### src/rtl/match_stat.sv
// Counts rising edges of a match flag over fixed windows of enabled cycles and
// hands each window's count to a ready/valid consumer, flagging dropped results.
module match_stat #(
  parameter int WINDOW = 16,
  parameter int CNT_W  = 8
) (
  input  logic             clk,
  input  logic             rst_n,
  input  logic             ans,
  input  logic             en,
  input  logic             res_ready,
  output logic             res_valid,
  output logic [CNT_W-1:0] res_data,
  output logic             overrun
);

  localparam int               CYC_W    = $clog2(WINDOW);
  localparam logic [CYC_W-1:0] CYC_LAST = CYC_W'(WINDOW - 1);
  localparam logic [CNT_W-1:0] CNT_MAX  = '1;
  localparam logic [0:0]       ST_EMPTY = 1'b0;
  localparam logic [0:0]       ST_FULL  = 1'b1;

  logic             ans_d_q;
  logic [CYC_W-1:0] cyc_q, cyc_d;
  logic [CNT_W-1:0] cnt_q, cnt_d;
  logic [0:0]       state_q, state_d;
  logic [CNT_W-1:0] data_q, data_d;
  logic             ovr_q, ovr_d;
  logic             rise;
  logic             close;
  logic [CNT_W-1:0] win_res;

  function automatic logic [CNT_W-1:0] sat_inc(input logic [CNT_W-1:0] v, input logic inc);
    return (inc && (v != CNT_MAX)) ? v + CNT_W'(1) : v;
  endfunction

  assign rise    = ans & ~ans_d_q;
  assign close   = en & (cyc_q == CYC_LAST);
  assign win_res = sat_inc(cnt_q, rise);

  always_comb begin
    cyc_d = cyc_q;
    cnt_d = cnt_q;
    if (en) begin
      if (close) begin
        cyc_d = '0;
        cnt_d = '0;
      end else begin
        cyc_d = cyc_q + CYC_W'(1);
        cnt_d = win_res;
      end
    end
  end

  // A close while FULL replaces the result only if the consumer takes the old one now.
  always_comb begin
    state_d = state_q;
    data_d  = data_q;
    ovr_d   = ovr_q;
    case (state_q)
      ST_EMPTY: begin
        if (close) begin
          state_d = ST_FULL;
          data_d  = win_res;
        end
      end
      default: begin
        if (close) begin
          if (res_ready) data_d = win_res;
          else           ovr_d  = 1'b1;
        end else if (res_ready) begin
          state_d = ST_EMPTY;
        end
      end
    endcase
  end

  always_ff @(posedge clk or negedge rst_n) begin
    if (!rst_n) begin
      ans_d_q <= 1'b0;
      cyc_q   <= '0;
      cnt_q   <= '0;
      state_q <= ST_EMPTY;
      data_q  <= '0;
      ovr_q   <= 1'b0;
    end else begin
      ans_d_q <= ans;
      cyc_q   <= cyc_d;
      cnt_q   <= cnt_d;
      state_q <= state_d;
      data_q  <= data_d;
      ovr_q   <= ovr_d;
    end
  end

  assign res_valid = (state_q == ST_FULL);
  assign res_data  = data_q;
  assign overrun   = ovr_q;

endmodule

### config.mk
export PLATFORM = sky130hd
export DESIGN_NAME = match_stat
export DESIGN_NICKNAME = d
export VERILOG_FILES = /design/src/rtl/match_stat.sv
export SDC_FILE = /design/constraint.sdc
export NUM_CORES = 1
export LEC_CHECK = 0
export ABC_AREA = 0
export BUFFER_PORTS_ARGS = -buffer_cell sky130_fd_sc_hd__buf_2
export CAP_MARGIN = 20
export CORE_MARGIN = 1
export CORE_UTILIZATION = 30
export CTS_BUF_LIST = sky130_fd_sc_hd__clkbuf_16
export DETAILED_ROUTE_END_ITERATION = 12
export GPL_TIMING_DRIVEN = 0
export PLACE_DENSITY = 0.43
export SYNTH_ARGS = -nofsm -noshare
export SYNTH_HDL_FRONTEND = slang
export SYNTH_SLANG_ARGS = --single-unit
### constraint.sdc
create_clock -name clk -period 3.1 [get_ports clk]
set_clock_uncertainty 0.15 [all_clocks]
set_input_delay 0.155 -clock clk [delete_from_list [all_inputs] [get_ports clk]]
set_output_delay 0.155 -clock clk [all_outputs]
set_load 0.005 [all_outputs]
After elaboration in Yosys (flattened, before gate mapping)
Cells that the tools add are included.
Widths: inputs -> output; s select.
{ "op_classes": {"n_addsub": 2, "mul": 0, "div_mod_pow": 0, "order_cmp": 0, "eq_ne": 3, "shift": 0, "muxes": 11, "n_bitwise": 4, "reduce_logical": 3} }
{ "ops": {"columns": ["op", "count"], "rows": [
  ["$mux 8", 6],
  ["$add 8x1->8 const B", 1],
  ["$ne 8x8->1 const B", 1],
  ["$add 4x1->4 const B", 1],
  ["$eq 4x4->1 const B", 1],
  ["$mux 1", 4],
  ["$mux 4", 1],
  ["$reduce_and 3->1", 1],
  ["$and 1x1->1", 2],
  ["$ne 2x2->1 const B", 1],
  ["$not 1->1", 2],
  ["$reduce_and 2->1", 1],
  ["$logic_and 1x1->1", 1]
]} }
{ "word_totals": {"register_bits": 23, "latchBits": 0, "ramBits": 0, "romBits": 0, "in_bits": 5, "output_inout_bits": 10, "mem_count": 0} }

Logic depth before layout (Yosys ltp)
Gate-level depths: netlist of run 1.
{ "logic_depth": {"depth_word": 7, "mapped_depth": 6} }

Worst setup path before layout of run 1
OpenSTA, ideal clock, no wires.
{ "synth_path": {"path_kind": "register -> register", "from": "register cnt_q[0]", "to": "register cnt_q[5]", "setup_time_ns": 0.069, "arrival_time_ns": 1.536, "required_ns": 2.881, "setup_slack_ns": 1.345, "path_stages_with_launch": 6, "n_path_buf": 0, "path_cell_list": "dfrtp_1 > ha_1 > nand3_1 > o21ai_4 > or4_1 > nand3_1"} }
{ "synth_between": {"elab_chain_len": 4} }
{ "synth_lines": {"columns": ["element", "line", "rtl"], "rows": [
  ["start: declaration", "25", "logic [CNT_W-1:0] cnt_q, cnt_d;"],
  ["start signal: assignment", "89", "cnt_q <= cnt_d;"],
  ["branches (longest 2 deep; another with $add 8x1->8)", null, null],
  ["$mux 8 *", "34", "return (inc && (v != CNT_MAX)) ? v + CNT_W'(1) : v;"],
  ["$mux 8 *", "45", "if (close) begin"]
]} }
Every way passes the cells marked *.
A chain may end at the register's enable or synchronous reset.

Final worst setup path of run 1
{ "layout_path": {"from": "register cnt_q[0]", "to": "register cnt_q[0]"} }
Same word-level chain as after synthesis.

==> impl_metrics.env, run 1 <==
export IMPL_drv_slew=0
export IMPL_cts_tree="yes"
export IMPL_first_pass_iters=4
export IMPL_cts_max_level=1
export IMPL_drive_gt1_frac=0.241
export IMPL_r2r_cells=5
export IMPL_setup_viol=0
export IMPL_cts_buffers=3
export IMPL_end_kind="flop"
export IMPL_worstPathArrival_ps=1890
export IMPL_cts_hold_buf=2
export IMPL_drc=0
export IMPL_pre_cts_slack_ps=1210
export IMPL_synthesis_nets=121
export IMPL_n_fill_cell=411
export IMPL_finalWorstSetupSlack_ps=1200
export IMPL_fin_nets=141
export IMPL_grt_max_degree=24
export IMPL_synth_cells=114
export IMPL_cts_sinks=23
export IMPL_ys_ff_latch=23
export IMPL_cp_required_ps=3090
export IMPL_critPathKind="reg -> reg"
export IMPL_grt_pass1_vias=899
export IMPL_avgSynthCellArea_um2=10.5
export IMPL_ys_flop_type="dfrtp_1"
export IMPL_period_needed_ps=1900
export IMPL_clk_path_buf_depth=2
export IMPL_ys_types=40
export IMPL_synth_edf_count=0
export IMPL_final_antenna_net_count=0
export IMPL_ios=15
export IMPL_syn_to_final_growth_pct=18.8
export IMPL_clkTransAtPathRegs_ps=70
export IMPL_dieArea_um2=4240
export IMPL_vias_per_cell=4.98
export IMPL_netlist_area_um2=1200
export IMPL_async_flop_share=1.00
export IMPL_gr_total_overflow=0
export IMPL_max_vdd_ir_drop_mv=0.283
export IMPL_most_common_layout_cells="dfrtp_1, buf_2, nand2_1"
export IMPL_p_leak_nw=0.613
export IMPL_vias=902
export IMPL_numPortBuffers=13
export IMPL_tns_ps=0
export IMPL_hp_class="in -> reg"
export IMPL_fp_dieH_um=65.1
export IMPL_grt_use_total=0.134
export IMPL_gp_congestion=0.694
export IMPL_relSlewSlack=0.639
export IMPL_whs_path_depth=3
export IMPL_final_common_cell="dfrtp_1"
export IMPL_cts_root_buf="clkbuf_16"
export IMPL_cp_start_kind="flop"
export IMPL_drtIter0Drc=43
export IMPL_maxCapViolations=0
export IMPL_cts_setup_buffers=0
export IMPL_cts_resized=0
export IMPL_p_per_area_nw_per_um2=721
export IMPL_dp_hpwl_um=1710
export IMPL_wirelength_um=2410
export IMPL_ys_seq_area_frac=0.481
export IMPL_critical_path_max_fanout=10
export IMPL_clk_latency_ps=260
export IMPL_ys_warn_count=0
export IMPL_fp_dieW_um=65.1
export IMPL_rows=22
export IMPL_antenna_found_initial=0
export IMPL_n_antenna_cell=0
export IMPL_core_area_um2=3740
export IMPL_hold_viol=0
export IMPL_fmax_ghz=0.528
export IMPL_tightest_slew_ps=542
export IMPL_post_drt_wl_per_cell_um=13.3
export IMPL_start_util=0.320
export IMPL_grt_pass1_wl_um=4190
export IMPL_rsz0062_at_grt="false"
export IMPL_fin_crit_sh=0.611
export IMPL_status="completed"
[synth_stat cells (2+ instances only)]
cell type | n | area share
nor2_1 | 3 | 0.0094
nor2b_1 | 2 | 0.010
nor3_1 | 3 | 0.013
dfrtp_1 | 23 | 0.48
mux2i_1 | 3 | 0.025
a311o_1 | 2 | 0.017
buf_2 | 4 | 0.017
ha_1 | 2 | 0.021
o211ai_2 | 2 | 0.021
xor2_1 | 3 | 0.022
nand3_1 | 5 | 0.021
nand4_4 | 2 | 0.036
a21oi_1 | 4 | 0.017
inv_1 | 3 | 0.0094
mux2_2 | 2 | 0.019
or4_1 | 2 | 0.013
nand2b_1 | 2 | 0.010
o21ai_0 | 10 | 0.042
o211ai_1 | 2 | 0.013
and3_1 | 2 | 0.010
nand2_1 | 14 | 0.044
[cell families (layout without fill, tap and decap cells)]
logic type / count (synthesis) / after routing / share of synthesized area
simple gates: 42 / 42 / 0.213
compound gates: 30 / 30 / 0.182
flops: 23 / 23 / 0.481
buf+inv: 8 / 27 / 0.0293
mux: 5 / 5 / 0.0439
xor+xnor: 4 / 4 / 0.0293
fa+ha+maj: 2 / 2 / 0.0209
[layer usage]
| layer | track usage | part of all wire |
|---|---|---|
| met3 | 0.0365 | 0.041 |
| met1 | 0.161 | 0.46 |
| met4 | 0.0598 | 0.017 |
| met2 | 0.223 | 0.48 |
| met5 | 0 | 0 |
[power by group]
group	switching (W)	internal, W	total [W]
Clock	0.000112	0.000174	0.000286
Sequential	0.0000813	0.000387	0.000468
Combinational	0.000133	0.000137	0.000270
Total	0.000326	0.000698	0.00102
[stage by stage]
stage	cell area (um^2)	utilization	std cells	hold WS, ps	power, W
finish	1420	0.380	181	97.6	0.00102
global route	1420	0.380	181	122	0.00110
CTS	1420	0.380	181	100	0.00104
detailed placement	1320	0.353	175	30.2	0.000747
global placement	1320	0.353	175	18.5	0.000740
floorplan	1200	-	114	-291	0.000653
[worst paths after layout]
kind / startpoint / end / slack (ps)
max in group asynchronous: rst_n / res_data[2] / 2180
min in group asynchronous: rst_n / res_data[4] / 260
hold reg to reg: res_data[4] / res_data[4] / 320
setup / recovery: cnt_q[0] / cnt_q[0] / 1200
hold / removal: res_ready / res_valid / 100
setup reg to reg: cnt_q[0] / cnt_q[0] / 1200
[final cells by class]
cell class / count / area [um^2] / share of cell area
plain buffers: 5 / 23.8 / 0.0167
well taps: 48 / 60.1 / 0.0423
flip-flops and latches: 23 / 576 / 0.405
clock buffers: 3 / 75.1 / 0.0528
inverters: 3 / 11.3 / 0.00792
clock inverters: 1 / 5.00 / 0.00352
multi-input cells: 83 / 586 / 0.412
repair buffers: 15 / 85.1 / 0.0599
[registers in the layout, summed over array words and instances (netlist names)]
name       cells
cnt_q          8
res_valid      1
ans_d_q        1
cyc_q          4
overrun        1
res_data       8
[critical path, cell delays in order (launching register included)]
cell and delay, ps:
dfrtp_1 410, ha_1 280, nand3_1 220, o21ai_4 330
nor2_1 110, mux2_2 270
Note: power is estimated with default switching activity, not from simulation.
==> inputs of run 2 (changes only) <==
==> constraint.sdc (replaced) <==
create_clock -name clk -period 1.8 [get_ports clk]
set_clock_uncertainty 0.15 [all_clocks]
set_input_delay 0.09 -clock clk [delete_from_list [all_inputs] [get_ports clk]]
set_output_delay 0.09 -clock clk [all_outputs]
set_load 0.005 [all_outputs]
==> run 2 against run 1 <==
Against the previous run:
- sequential power up 77%
- largest cell class unchanged
- register-to-register slack worse by 1100 ps
- power up 77%
- critical endpoint unchanged
- clock power is 72% higher
- sequential share of layout area is 0.80 points lower
- largest power group unchanged
- via count grew 0.11%
- flip-flop and latch count is the same
- critical path type unchanged
- global-route usage up 0.074 points
- count of clock-buffer cells in the layout unchanged
==> impl_metrics.env, run 2 (synthesis gave the netlist of run 1 again) <==
export IMPL_vias=903
export IMPL_gp_congestion=0.694
export IMPL_relSlewSlack=0.638
export IMPL_setup_viol=0
export IMPL_grt_pass1_vias=908
export IMPL_syn_to_final_growth_pct=21.8
export IMPL_drv_slew=0
export IMPL_n_fill_cell=405
export IMPL_n_antenna_cell=0
export IMPL_clk_latency_ps=260
export IMPL_cts_root_buf="clkbuf_16"
export IMPL_critical_path_max_fanout=10
export IMPL_hp_class="in -> reg"
export IMPL_grt_max_degree=24
export IMPL_fp_dieW_um=65.1
export IMPL_gr_total_overflow=0
export IMPL_cts_max_level=1
export IMPL_globalRouteMet2Util=0.223
export IMPL_max_stage_delay_ps=420
export IMPL_numPortBuffers=13
export IMPL_cts_buffers=3
export IMPL_fin_crit_sh=0.943
export IMPL_dp_hpwl_um=1710
export IMPL_rsz0062_at_grt="false"
export IMPL_busiest_layer="met2"
export IMPL_vias_per_cell=4.99
export IMPL_dieArea_um2=4240
export IMPL_final_common_cell="dfrtp_1"
export IMPL_fin_nets=141
export IMPL_rows=22
export IMPL_worstPathArrival_ps=1690
export IMPL_first_pass_iters=4
export IMPL_min_from="res_ready"
export IMPL_final_antenna_net_count=0
export IMPL_critPathKind="reg -> reg"
export IMPL_crit_cells=5
export IMPL_tightest_slew_ps=543
export IMPL_p_leak_nw=0.611
export IMPL_max_vdd_ir_drop_mv=0.495
export IMPL_tns_ps=0
export IMPL_drtIter0Drc=31
export IMPL_final_util=0.389
export IMPL_worst_hold_path_endpoint="res_valid"
export IMPL_maxCapViolations=0
export IMPL_r2r_cells=5
export IMPL_grt_use_total=0.135
export IMPL_cpLargestDelayFamily="flip-flops"
export IMPL_cp_required_ps=1790
export IMPL_grt_use_met1=0.163
export IMPL_p_total_w=0.00182
export IMPL_start_util=0.320
export IMPL_hold_viol=0
export IMPL_grtUsageMet3=0.0365
export IMPL_critical_path_buf_inv_count=0
export IMPL_cts_tree="yes"
export IMPL_whs_path_depth=3
export IMPL_status="completed"
export IMPL_crit_slowest_cell="dfrtp_1"
export IMPL_rr_endpoint="cnt_q[0]"
export IMPL_drc=0
export IMPL_cts_sinks=23
export IMPL_clkTransAtPathRegs_ps=70
export IMPL_grt_pass1_wl_um=4210
export IMPL_ios=15
export IMPL_drive_gt1_frac=0.286
export IMPL_end_kind="flop"
export IMPL_post_drt_wl_per_cell_um=13.6
export IMPL_clk_path_buf_depth=2
export IMPL_fmax_ghz=0.589
export IMPL_most_common_layout_cells="dfrtp_1, buf_2, nand2_1"
export IMPL_cp_start_kind="flop"
export IMPL_p_per_area_nw_per_um2=1250
export IMPL_antenna_found_initial=0
export IMPL_r2r_setup_slack_ps=100
export IMPL_path_cells="ha_4 > nand3_2 > o21ai_4 > nor2_1 > mux2_2"
export IMPL_r2r_start="cnt_q[1]"
export IMPL_core_area_um2=3740
export IMPL_period_needed_ps=1700
export IMPL_wirelength_um=2460
export IMPL_fp_dieH_um=65.1
-- run 2: worst register-to-register path: cells and delay by family (launching register included) --
family	cells	cell delay [ps]
adder cells (fa/ha/maj)	1	190
AO/OA/AOI/OAI	1	300
multiplexers	1	270
flip-flops	1	420
AND/OR/NAND/NOR	2	260
-- run 2: worst max path at each step --
stage,start,slack (ps),to
2_1_floorplan,cnt_q[0],40,cnt_q[5]
3_3_place_gp,cnt_q[0],-70,cnt_q[0]
3_5_place_dp,cnt_q[0],-90,cnt_q[0]
4_1_cts,cnt_q[0],20,cnt_q[6]
5_1_grt,cnt_q[4],2,res_data[6]
6_report,cnt_q[1],100,cnt_q[0]
-- run 2: per-layer routing --
metal  up-vias  routed length [um]  share of wire
met5         -                   0              0
met2        14                1180           0.48
met1       432                1170           0.48
met3         4                  74          0.030
met4         0                  40          0.016
li1        453                   -              -
-- run 2: cell type report --
class                   count  area, um^2  share of cell area
plain buffers               5        23.8              0.0163
clock inverters             1        5.00             0.00344
well taps                  48        60.1              0.0412
repair buffers             15        85.1              0.0584
inverters                   3        11.3             0.00773
flip-flops and latches     23         578               0.397
multi-input cells          83         618               0.424
clock buffers               3        75.1              0.0515
-- run 2: timing repair --
item	in CTS	in global routing
hold buffers	2	0
pin swaps	1	0
cloned	0	0
setup buffers	0	0
gates resized for setup	4	4
hold endpoints to repair	24	0
setup endpoints to repair	9	10
-- run 2: stage by stage --
stage                     setup slack [ps]  hold slack [ps]  cells  instance area, um^2
final                                  103             32.1    181                 1460
after global routing                  2.07             56.9    181                 1460
after CTS                             16.3             35.3    181                 1430
after detailed placement             -87.8            -34.8    175                 1320
after global placement               -71.9            -46.5    175                 1320
after floorplan                       44.5             -356    114                 1200
-- run 2: power breakdown --
group | switching [W] | leakage (nW) | internal, W | total (W)
sequential | 0.000159 | 0.281 | 0.000668 | 0.000827
combinational | 0.000234 | 0.289 | 0.000265 | 0.000499
clock | 0.000193 | 0.0409 | 0.000299 | 0.000492
==> inputs of run 3 (changes only) <==
--- a/config.mk
+++ b/config.mk
@@ -8,7 +8,7 @@
 export ABC_AREA = 0
 export BUFFER_PORTS_ARGS = -buffer_cell sky130_fd_sc_hd__buf_2
 export CAP_MARGIN = 20
-export CORE_MARGIN = 1
+export CORE_MARGIN = 10
 export CORE_UTILIZATION = 30
 export CTS_BUF_LIST = sky130_fd_sc_hd__clkbuf_16
 export DETAILED_ROUTE_END_ITERATION = 12
==> run 3 against run 2 <==
Against the previous run:
- via count rose by 2.9%
- cell area rose by 5.7%
- non-clock buffer count rose by 10
- routed wire length rose by 11%
- register-to-register slack got worse by 50 ps
- critical path depth rose by 1
- final cell count rose by 5.5%
- worst setup slack got worse by 51 ps
- combinational power rose by 13%
- sequential share of layout area fell by 2.1 points
- first-iteration DRC count rose by 29%
- critical path type unchanged
- critical endpoint is now cnt_q[5]
- largest power group unchanged
==> impl_metrics.env, run 3 (synthesis gave the netlist of run 1 again) <==
export IMPL_cts_buffers=3
export IMPL_drv_slew=0
export IMPL_cts_sinks=23
export IMPL_max_vdd_ir_drop_mv=0.476
export IMPL_r2r_cells=6
export IMPL_dp_hpwl_um=1900
export IMPL_tightest_slew_ps=524
export IMPL_critical_path_max_fanout=6
export IMPL_gp_congestion=0.720
export IMPL_rsz0062_at_grt="false"
export IMPL_vias_per_cell=4.86
export IMPL_ios=15
export IMPL_fp_dieW_um=83.1
export IMPL_cp_required_ps=1840
export IMPL_grt_pass1_wl_um=4690
export IMPL_start_util=0.317
export IMPL_finalWorstSetupSlack_ps=52.3
export IMPL_hp_class="in -> reg"
export IMPL_path_cells="ha_4 > nand3_4 > o21ai_4 > buf_6 > or4_1 > nand3_1"
export IMPL_drc=0
export IMPL_p_leak_nw=0.663
export IMPL_final_common_cell="dfrtp_1"
export IMPL_cts_tree="yes"
export IMPL_period_needed_ps=1750
export IMPL_drive_gt1_frac=0.336
export IMPL_maxCapViolations=0
export IMPL_fin_nets=151
export IMPL_critPathCapture="cnt_q[5]"
export IMPL_post_drt_wl_per_cell_um=14.2
export IMPL_timing_critical_path_from="cnt_q[0]"
export IMPL_n_antenna_cell=0
export IMPL_crit_slowest_cell="or4_1"
export IMPL_worstPathArrival_ps=1790
export IMPL_dieArea_um2=6910
export IMPL_post_route_cell_area_um2=1540
export IMPL_antenna_found_initial=0
export IMPL_fp_dieH_um=83.1
export IMPL_first_pass_iters=4
export IMPL_setup_viol=0
export IMPL_critPathKind="reg -> reg"
export IMPL_vias=929
export IMPL_drtIter0Drc=40
export IMPL_status="completed"
export IMPL_end_kind="flop"
export IMPL_whs_path_depth=3
export IMPL_gr_total_overflow=0
export IMPL_grt_pass1_vias=968
export IMPL_clk_path_buf_depth=2
export IMPL_cp_start_kind="flop"
export IMPL_cts_max_level=1
export IMPL_hold_viol=0
export IMPL_clkTransAtPathRegs_ps=60
export IMPL_max_stage_delay_ps=500
export IMPL_n_fill_cell=368
export IMPL_grt_max_degree=24
export IMPL_grt_use_total=0.0798
export IMPL_final_antenna_net_count=0
export IMPL_placed_cell_area_um2=1320
export IMPL_r2r_start="cnt_q[0]"
export IMPL_p_per_area_nw_per_um2=1200
export IMPL_fin_crit_sh=0.971
export IMPL_rr_endpoint="cnt_q[5]"
export IMPL_pre_cts_slack_ps=-89.9
export IMPL_rows=22
export IMPL_wirelength_um=2720
export IMPL_cts_root_buf="clkbuf_16"
export IMPL_clk_latency_ps=250
export IMPL_core_area_um2=3770
export IMPL_syn_to_final_growth_pct=28.7
export IMPL_r2r_setup_slack_ps=50
export IMPL_relSlewSlack=0.651
export IMPL_fmax_ghz=0.572
export IMPL_most_common_layout_cells="dfrtp_1, buf_2, nand2_1"
export IMPL_numPortBuffers=13
## run 3: cell count changes in the layout (fill, tap and decap cells not counted), sizes merged
cell    previous run  this run
buf               18        28
clkinv             1         0
inv                3         4
## run 3: worst min-delay path by stage
stage	from	to
2_1_floorplan	rst_n	ans_d_q
3_3_place_gp	rst_n	res_data[4]
3_5_place_dp	rst_n	res_data[4]
4_1_cts	res_ready	res_valid
5_1_grt	res_ready	overrun
6_report	res_ready	overrun
## run 3: per-layer routing
| metal | up-vias | global-route usage | share of wire |
|---|---|---|---|
| met3 | 2 | 0.0352 | 0.064 |
| met1 | 436 | 0.0970 | 0.46 |
| met5 | - | 0 | 0 |
| met2 | 15 | 0.126 | 0.47 |
| met4 | 0 | 0.0185 | 0.0044 |
| li1 | 476 | - | - |
## run 3: repair_timing
item / 4_1_cts / 5_1_grt
endpoints found under the setup margin: 10 / 14
hold buffers: 2 / 0
hold endpoints to repair: 24 / 0
pin swaps: 1 / 3
buffers inserted: 0 / 10
gates resized for setup: 4 / 9
cloned: 0 / 0
## run 3: critical path, delay by kind of cell (launching register included)
| family | cells | cell delay [ps] |
|---|---|---|
| AO/OA/AOI/OAI | 1 | 100 |
| AND/OR/NAND/NOR | 3 | 670 |
| flip-flops | 1 | 430 |
| adder cells (fa/ha/maj) | 1 | 190 |
| buffers and inverters | 1 | 140 |
## run 3: area by class of cell
type | instances | area, um^2 | area share
Clock buffer | 3 | 75.1 | 0.0488
Tap cell | 48 | 60.1 | 0.0390
Sequential cell | 23 | 578 | 0.376
Multi-Input combinational cell | 83 | 623 | 0.405
Buffer | 5 | 23.8 | 0.0154
Clock inverter | 1 | 3.75 | 0.00244
Timing Repair Buffer | 25 | 164 | 0.107
Inverter | 3 | 11.3 | 0.00732
## run 3: stage by stage
stage,total power (W),TNS (ps),util,instances,hold WS [ps]
floorplan,0.00113,0,-,114,-356
global placement,0.00129,-363,0.350,175,-46.1
detailed placement,0.00130,-429,0.350,175,-47.2
CTS,0.00181,0,0.382,181,37.8
global route,0.00201,0,0.408,191,47.9
finish,0.00185,0,0.408,191,37.1
## run 3: power by group
group          total, W  leakage [nW]  switching [W]  internal (W)
logic          0.000563         0.340       0.000260      0.000304
clock network  0.000466        0.0423       0.000170      0.000296
registers      0.000823         0.281       0.000153      0.000670
total           0.00185         0.663       0.000583       0.00127
